==> config.mk <==
export PLATFORM = sky130hd
export DESIGN_NAME = sensor_stream_packer
export DESIGN_NICKNAME = d
export VERILOG_FILES = /design/src/rtl/sensor_stream_packer.sv
export SDC_FILE = /design/constraint.sdc
export NUM_CORES = 1
export LEC_CHECK = 0
export ABC_AREA = 0
export ABC_CLOCK_PERIOD_IN_PS = 7900
export BUFFER_PORTS_ARGS = -buffer_cell sky130_fd_sc_hd__buf_2
export CAP_MARGIN = 15
export CORE_MARGIN = 2
export CORE_UTILIZATION = 55
export CTS_BUF_LIST = sky130_fd_sc_hd__clkbuf_4 sky130_fd_sc_hd__clkbuf_8 sky130_fd_sc_hd__clkbuf_16
export DETAILED_ROUTE_END_ITERATION = 12
export PLACE_DENSITY = 0.95
export SYNTH_ARGS = -nofsm -noshare
export SYNTH_HDL_FRONTEND = slang
export SYNTH_SLANG_ARGS = --single-unit
==> constraint.sdc <==
create_clock -name clock -period 7.9 [get_ports clock]
set_clock_uncertainty 0.05 [all_clocks]
set_input_delay 1.58 -clock clock [delete_from_list [all_inputs] [get_ports clock]]
set_output_delay 1.58 -clock clock [all_outputs]
set_load 0.01 [all_outputs]
==> src/rtl/sensor_stream_packer.sv <==
// Round-robin consumer of eight sensor streams. Each captured sample goes out
// as a framed byte sequence (header, then data MSB first) on a valid/ready port.
module sensor_stream_packer #(
   parameter logic [3:0] HEADER_TAG = 4'hA
) (
   input  logic        clock,
   input  logic        reset,
   input  logic [31:0] sensor_stream0,
   input  logic [15:0] sensor_stream1,
   input  logic [15:0] sensor_stream2,
   input  logic [15:0] sensor_stream3,
   input  logic [15:0] sensor_stream4,
   input  logic [15:0] sensor_stream5,
   input  logic [15:0] sensor_stream6,
   input  logic [15:0] sensor_stream7,
   input  logic [7:0]  sensor_stream_ready,
   input  logic [7:0]  stream_enable,
   output logic [7:0]  sensor_stream_ack,
   output logic [7:0]  out_byte,
   output logic        out_valid,
   input  logic        out_ready,
   output logic        busy,
   output logic [15:0] frame_count
);

   typedef enum logic [1:0] {ST_SCAN, ST_SEND_HDR, ST_SEND_DATA} state_t;

   state_t      state, state_nxt;
   logic [31:0] shreg;
   logic [2:0]  id;
   logic [2:0]  byte_cnt;
   logic [2:0]  rr_ptr;

   logic [7:0]  eligible;
   logic        grant_vld;
   logic [2:0]  grant_id;
   logic [31:0] grant_data;
   logic        xfer;
   logic        last_byte;
   logic [1:0]  hdr_sel;
   logic [1:0]  data_sel;

   logic        out_valid_nxt;
   logic [7:0]  out_byte_nxt;
   logic [7:0]  ack_nxt;

   assign eligible  = sensor_stream_ready & stream_enable;
   assign xfer      = out_valid & out_ready;
   assign last_byte = (byte_cnt == 3'd1);
   assign hdr_sel   = 2'(byte_cnt - 3'd1);
   assign data_sel  = 2'(byte_cnt - 3'd2);
   assign busy      = (state != ST_SCAN);

   // Walk downward so the smallest offset from rr_ptr is the last (winning) write.
   always_comb begin
      logic [2:0] idx;
      grant_vld = 1'b0;
      grant_id  = 3'd0;
      idx       = 3'd0;
      for (int k = 7; k >= 0; k--) begin
         idx = rr_ptr + 3'(k);
         if (eligible[idx]) begin
            grant_vld = 1'b1;
            grant_id  = idx;
         end
      end
   end

   always_comb begin
      case (grant_id)
         3'd0:    grant_data = sensor_stream0;
         3'd1:    grant_data = {16'h0000, sensor_stream1};
         3'd2:    grant_data = {16'h0000, sensor_stream2};
         3'd3:    grant_data = {16'h0000, sensor_stream3};
         3'd4:    grant_data = {16'h0000, sensor_stream4};
         3'd5:    grant_data = {16'h0000, sensor_stream5};
         3'd6:    grant_data = {16'h0000, sensor_stream6};
         default: grant_data = {16'h0000, sensor_stream7};
      endcase
   end

   // NOTE: every comb output gets a default first so no path can infer a latch.
   always_comb begin
      state_nxt = state;
      case (state)
         ST_SCAN:      if (grant_vld) state_nxt = ST_SEND_HDR;
         ST_SEND_HDR:  if (xfer) state_nxt = ST_SEND_DATA;
         ST_SEND_DATA: if (xfer && last_byte) state_nxt = ST_SCAN;
         default:      state_nxt = ST_SCAN;
      endcase
   end

   // Next values of the registered outputs; a stalled byte simply holds.
   always_comb begin
      out_valid_nxt = out_valid;
      out_byte_nxt  = out_byte;
      ack_nxt       = 8'h00;
      case (state)
         ST_SCAN: begin
            out_valid_nxt = 1'b0;
            out_byte_nxt  = 8'h00;
            if (grant_vld) begin
               out_valid_nxt = 1'b1;
               out_byte_nxt  = {HEADER_TAG, 1'b0, grant_id};
               ack_nxt       = 8'h01 << grant_id;
            end
         end
         ST_SEND_HDR: begin
            if (xfer) out_byte_nxt = shreg[{hdr_sel, 3'b000} +: 8];
         end
         ST_SEND_DATA: begin
            if (xfer) begin
               if (last_byte) begin
                  out_valid_nxt = 1'b0;
                  out_byte_nxt  = 8'h00;
               end else begin
                  out_byte_nxt = shreg[{data_sel, 3'b000} +: 8];
               end
            end
         end
         default: begin
            out_valid_nxt = 1'b0;
            out_byte_nxt  = 8'h00;
         end
      endcase
   end

   // NOTE: sequential state uses non-blocking assignments only.
   always_ff @(posedge clock) begin
      if (!reset) begin
         state             <= ST_SCAN;
         rr_ptr            <= 3'd0;
         out_valid         <= 1'b0;
         out_byte          <= 8'h00;
         sensor_stream_ack <= 8'h00;
         frame_count       <= 16'h0000;
      end else begin
         state             <= state_nxt;
         out_valid         <= out_valid_nxt;
         out_byte          <= out_byte_nxt;
         sensor_stream_ack <= ack_nxt;
         if (state == ST_SEND_DATA && xfer && last_byte) begin
            frame_count <= frame_count + 16'd1;
            rr_ptr      <= id + 3'd1;
         end
      end
   end

   // NOTE: the capture registers are left unreset; each one is rewritten on
   // capture before any state reads it, so a reset would add nothing.
   always_ff @(posedge clock) begin
      if (state == ST_SCAN && grant_vld) begin
         shreg    <= grant_data;
         id       <= grant_id;
         byte_cnt <= (grant_id == 3'd0) ? 3'd4 : 3'd2;
      end else if (state == ST_SEND_DATA && xfer) begin
         byte_cnt <= byte_cnt - 3'd1;
      end
   end

endmodule

==> flow_summary.toml, run 1 <==
[worst_setup_path]
cp_num_buf_inv = 3
start_kind = "register"
end_kind = "register"
crit_fanout = 53
r2r-start = "rr_ptr[1]$_SDFFE_PN0P_"
r2r_setup_slack_ns = 2.77
r2r_cells = 14
path_common_cell = "a21oi_1"
path_cells = "inv_1 > ha_1 > xnor2_2 > mux4_2 > nand2b_1 > a21oi_1 > nor3_1 > o311ai_4 > buf_4 > inv_2 > nor2_1 > o2bb2ai_1 > a22oi_1 > a21oi_1"
cpLargestDelayFamily = "buffers and inverters"
critPathRequiredTime_ns = 8.05
cpPeakStageDelay_ns = 0.77
timing.rr.end = "shreg[15]$_DFFE_PP_"
slowest_stage = "dfxtp_1"
arrival_ns = 5.28
critical_path_class = "reg2reg"

[logic_synthesis]
avgSynthCellArea_um2 = 9.42
syn_area_um2 = 5630
synthCells = 598
synth.most_common_cell = "nand2_1"
synth_cell_types = 71
yosys_warnings = 0
synth_enable_flop_cells = 38
synthXorXnorAreaFrac_pct = 2.64
yosys.area_share.simple_pct = 19.5
async_reset_ff_share_pct = 0
synth_top_family_by_area = "multiplexers"
seq_area_frac_synth_pct = 33.8
yosys-mux-area-fraction_pct = 20.5
netlist.area_leader.share_pct = 20.3
synth-adder-area-share_pct = 1.33
synth_compound_area_share_pct = 18.0
synth_top_area_cell = "edfxtp_1"
synth_area_leaders = "edfxtp_1, dfxtp_1, mux4_2"
synthFlopType = "edfxtp_1"
synthTopCellsByCount = "nand2_1, nor2_1, dfxtp_1, edfxtp_1"
synth_nets = 767
ys_ff_latch = 76

[global_routing]
antenna_found_initial = 0
grt_pass1_wl_mm = 26.4
first_global_vias = 5405
grt_max_degree = 54
overflow = 0
grt_use_total_pct = 29.6

[clock_network]
htree_num_levels = 3
cts_tree = "done"
clock_sinks = 76
cts_made_buffers = 9
holdBufCountCts = 0
clkLatencyLatePin_ns = 0.35
clk_path_buf_depth = 2
post_cts_buffers = 0
post_cts_resized = 0
clk_pin_slew_ns = 0.08
clock-root-buffer = "clkbuf_8"

[routing]
initialDrtViolationCount = 530
wl_mm = 16.4
wl_per_cell_um = 18.0
final_antenna_net_count = 0
viasPerCell = 6.08
vias = 5531
dr.pass1.iters = 5
drcViolationCount = 0

[floorplan]
start_util_pct = 57.1
die_w_um = 105
io-pin-count = 197
dieArea_um2 = 11100
coreArea_um2 = 9860
num_rows = 36
die-height_um = 105

[sta]
setup_slack_ns = 2.77
max_freq_ghz = 0.195
hold_violations = 0
rsz0062_at_grt = "no"
slew_headroom_pct = 22.6
period_minus_slack_ns = 5.13
fin_crit_sh_pct = 65.0
finalMaxSlewViolations = 0
worst-slew-pin-transition_ns = 1.16
setup_violations = 0
timing.setup.tns_ns = 0

[final_layout]
multi_input_area_um2 = 3500
fill_cells = 764
area_delta_synth_final_pct = 22.5
nets = 940
drive_gt1_share_pct = 35.8
register_area_um2 = 1900
fin_util_pct = 69.9

[min_path]
min_to = "out_byte[0]$_SDFFE_PN0P_"
min_path_type = "reg2reg"
worstHoldStart = "out_byte[0]$_SDFFE_PN0P_"
min_path_cells = 2

[outcome]
status = "finished, final reports clean"

[place]
place_congestion = 0.911
io_buffer_count = 196
hpwl_mm = 12.6
pre_cts_ws_ns = 2.64

[power_and_ir_drop]
cellLeakagePower_nw = 3.05
p_total_mw = 1.29
powerDensity_nw_per_um2 = 186
vdd_ir_drop_max_mv = 0.108

[flow_run]
cap_violations = 0
where the power goes:
part	internal, mW	switching [mW]
sequential	0.482	0.0443
combinational	0.197	0.197
clock	0.220	0.145
worst register-to-register path, cell delays in order (launching register included):
cell       delay (ns)
dfxtp_1          0.77
inv_1            0.37
ha_1             0.38
xnor2_2          0.31
mux4_2           0.58
nand2b_1         0.16
a21oi_1          0.23
nor3_1           0.11
o311ai_4         0.25
buf_4            0.49
inv_2            0.46
nor2_1           0.41
o2bb2ai_1        0.18
a22oi_1          0.08
a21oi_1          0.16
sequential cells by signal (all words and copies together) (netlist names):
name,cells
shreg,32
out_valid,1
byte_cnt,3
rr_ptr,3
sensor_stream_ack,8
id,3
state,2
out_byte,8
frame_count,16
worst max path at each step:
| stage | depth (start not counted) | from | slack [ns] | endpoint |
|---|---|---|---|---|
| finish | 14 | rr_ptr[1]$_SDFFE_PN0P_ | 2.77 | shreg[15]$_DFFE_PP_ |
| global route | 14 | rr_ptr[1]$_SDFFE_PN0P_ | 2.43 | shreg[1]$_DFFE_PP_ |
| CTS | 13 | rr_ptr[1]$_SDFFE_PN0P_ | 2.78 | shreg[7]$_DFFE_PP_ |
| detailed placement | 13 | sensor_stream_ready[6] | 2.64 | shreg[7]$_DFFE_PP_ |
| global placement | 13 | sensor_stream_ready[6] | 2.74 | shreg[7]$_DFFE_PP_ |
| floorplan | 7 | sensor_stream_ready[4] | 3.20 | byte_cnt[2]$_DFFE_PP_ |
cell type report:
cell class              count  area share [%]
inverters                  11           0.599
multi-input cells         471            50.8
well taps                 133            2.41
diodes                      1          0.0363
clock buffers              15            3.30
repair buffers            202            14.9
clock inverters             1           0.435
flip-flops and latches     76            27.6
per-layer routing:
| metal | global-route usage [%] | routed length (um) | vias up |
|---|---|---|---|
| li1 | - | - | 2588 |
| met4 | 11.6 | 482 | 0 |
| met5 | 0 | 0 | - |
| met2 | 49.4 | 8180 | 268 |
| met3 | 4.55 | 1300 | 44 |
| met1 | 38.7 | 6440 | 2631 |
logic make-up after synthesis:
family | after synthesis
xor+xnor | 14
buf+inv | 51
simple gates | 232
compound gates | 148
flops | 76
fa+ha+maj | 6
mux | 71
through the flow:
step,instance area (um^2),cells,hold WS [ns]
floorplan,5630,598,0.467
global placement,6640,893,0.428
detailed placement,6640,893,0.442
CTS,6900,909,0.453
global route,6900,909,0.461
finish,6900,910,0.449
cells in the final DEF (no fill, tap or decap), types with 3 or more instances in the layout:
cell type	n
and3_1	19
dfxtp_1	38
nand4_1	3
inv_1	9
xnor2_1	7
edfxtp_1	38
mux4_2	32
a22o_1	3
nand2b_1	7
nor2_1	42
and2_1	15
a222oi_1	3
xor2_1	5
a211oi_1	9
clkbuf_16	3
or3_1	5
o21a_1	4
clkbuf_8	10
buf_4	6
a22oi_1	7
a21oi_1	32
buf_2	196
mux2_2	9
o22a_1	3
ha_1	6
o211ai_1	11
nor3_1	5
o21ai_1	15
nand2_1	91
o211a_1	4
o21ai_0	24
nor2b_1	7
a21boi_0	5
mux2i_1	27
o22ai_1	5
nand3_1	25
Note: power is estimated with default switching activity, not from simulation.
==> run 2: changes to the inputs <==
Settings changed: ABC_CLOCK_PERIOD_IN_PS 7900 to 4450, CORE_UTILIZATION 55 to 46, PLACE_DENSITY 0.95 to 0.86.
Clock period 7.9 ns to 4.45 ns, I/O delays scaled along.
==> flow_summary.toml, run 2 (same netlist as run 1, synthesis figures left out) <==
[clock_network]
clk_path_buf_depth = 2
post_cts_buffers = 0
holdBufCountCts = 0
htree_num_levels = 3
clock_sinks = 76
post_cts_resized = 0
cts_tree = "done"
clock-root-buffer = "clkbuf_16"
cts_made_buffers = 9
clkLatencyLatePin_ns = 0.33
clk_pin_slew_ns = 0.05

[worst_setup_path]
critPathRequiredTime_ns = 4.44
cpLargestDelayFamily = "multiplexers"
cpPeakStageDelay_ns = 0.58
r2r_cells = 12
crit_fanout = 24
timing.rr.end = "byte_cnt[1]$_DFFE_PP_"
path_common_cell = "nor2_1"
slowest_stage = "mux4_2"
end_kind = "register"
start_kind = "register"
cp_num_buf_inv = 2
r2r_setup_slack_ns = 0.39
r2r-start = "rr_ptr[1]$_SDFFE_PN0P_"
path_cells = "ha_1 > xor2_4 > mux4_2 > mux2i_4 > nor2_1 > a211oi_2 > a21oi_4 > buf_4 > nor2_2 > inv_1 > nor2_1 > mux2i_1"
arrival_ns = 4.06
critical_path_class = "reg2reg"

[sta]
fin_hold_ws_ns = 0.441
setup_violations = 0
setup_slack_ns = 0.388
finalMaxSlewViolations = 0
worst-slew-pin-transition_ns = 0.837
hold_violations = 0
rsz0062_at_grt = "no"
period_minus_slack_ns = 4.06
fin_crit_sh_pct = 91.3
slew_headroom_pct = 44.1
max_freq_ghz = 0.246
timing.setup.tns_ns = 0

[power_and_ir_drop]
p_sw_share_pct = 29.3
switching_power_mw = 0.686
vdd_ir_drop_max_mv = 0.220
p_int_mw = 1.66
powerDensity_nw_per_um2 = 333
pwr-share-comb_pct = 30.7
seq_power_share_pct = 39.5
pwr-share-clk_pct = 29.8
cellLeakagePower_nw = 3.13

[final_layout]
area_delta_synth_final_pct = 25.1
drive_gt1_share_pct = 36.5
nets = 953
antenna_cells = 0
top_register = "shreg"
layout_common_cells = "buf_2, nand2_1, nor2_1, edfxtp_1, dfxtp_1"
largest_reg_flops = 32
reg_top3 = "shreg x32, frame_count x16"
fin_util_pct = 58.9
final_common_cell = "buf_2"
fill_cells = 1062

[min_path]
min_to = "out_byte[1]$_SDFFE_PN0P_"
min_path_type = "reg2reg"
min_path_cells = 2
worstHoldStart = "out_byte[1]$_SDFFE_PN0P_"

[global_routing]
overflow = 0
antenna_found_initial = 0
first_global_vias = 5030
grt_pass1_wl_mm = 25.3
grt_max_degree = 53
grt_use_total_pct = 24.7

[flow_run]
cap_violations = 0

[routing]
top_layer = "met4"
initialDrtViolationCount = 366
drcViolationCount = 0
final_antenna_net_count = 0
dr.pass1.iters = 5
wl_mm = 16.2
wl_per_cell_um = 17.3
viasPerCell = 5.76
wl_met3_mm = 1.11
vias = 5390
met1_length_mm = 6.65
dr_wl_met2_mm = 8.14

[outcome]
status = "finished, final reports clean"

[place]
pre_cts_ws_ns = 0.366
hpwl_mm = 12.8
place_congestion = 0.932
io_buffer_count = 196

[floorplan]
dieArea_um2 = 13100
die-height_um = 115
num_rows = 40
start_util_pct = 47.1
coreArea_um2 = 12000
io-pin-count = 197
die_w_um = 115
==> run 2: cell count changes in the layout (fill, tap and decap cells not counted) <==
cell / before / now
buf_4: 6 / 18
clkbuf_8: 10 / 0
clkbuf_16: 3 / 9
clkinv_1: 0 / 2
buf_12: 0 / 1
clkinv_2: 0 / 1
diode_2: 1 / 0
==> run 2: how the worst max path moves through the flow <==
stage                                 from  depth (start not counted)  slack, ns               endpoint
global route        rr_ptr[1]$_SDFFE_PN0P_                         11       0.12  byte_cnt[1]$_DFFE_PP_
CTS                 rr_ptr[1]$_SDFFE_PN0P_                         12       0.41  byte_cnt[1]$_DFFE_PP_
detailed placement        stream_enable[2]                         11       0.37  byte_cnt[1]$_DFFE_PP_
global placement    sensor_stream_ready[4]                         12       0.49  byte_cnt[1]$_DFFE_PP_
finish              rr_ptr[1]$_SDFFE_PN0P_                         12       0.39  byte_cnt[1]$_DFFE_PP_
floorplan           rr_ptr[1]$_SDFFE_PN0P_                          8       0.43  byte_cnt[2]$_DFFE_PP_
==> run 2: area by class of cell <==
type / count / area (um^2) / area share (%)
clock buffer: 11 / 240 / 3.41
clock inverter: 4 / 42.5 / 0.604
inverter: 11 / 41.3 / 0.586
multi-input combinational: 471 / 3500 / 49.7
sequential: 76 / 1900 / 27.0
tap: 147 / 184 / 2.61
timing repair buffer: 215 / 1140 / 16.1
==> run 2: power by group through the flow <==
stage,clock [mW],sequential [mW],combinational [mW]
2_1_floorplan,0,0.909,0.520
3_3_place_gp,0,0.933,0.705
3_5_place_dp,0,0.940,0.721
4_1_cts,0.711,0.926,0.723
5_1_grt,0.744,0.937,0.789
6_report,0.699,0.926,0.719
==> run 2: routing by layer <==
layer | track usage (%) | vias to the layer above
met3 | 3.71 | 21
met1 | 33.3 | 2546
met2 | 41.4 | 211
li1 | - | 2612
met5 | 0 | -
met4 | 7.15 | 0
==> run 2: per-stage QoR <==
stage | cells | cell area (um^2) | total power, mW
finish | 935 | 7050 | 2.34
global route | 935 | 7050 | 2.47
CTS | 935 | 7050 | 2.36
detailed placement | 920 | 6770 | 1.66
global placement | 920 | 6770 | 1.64
floorplan | 598 | 5630 | 1.43
==> run 2: worst min-delay path: stages (launching register included) <==
cell and delay (ns):
dfxtp_1 0.30, nor2_1 0.09, a211oi_1 0.05
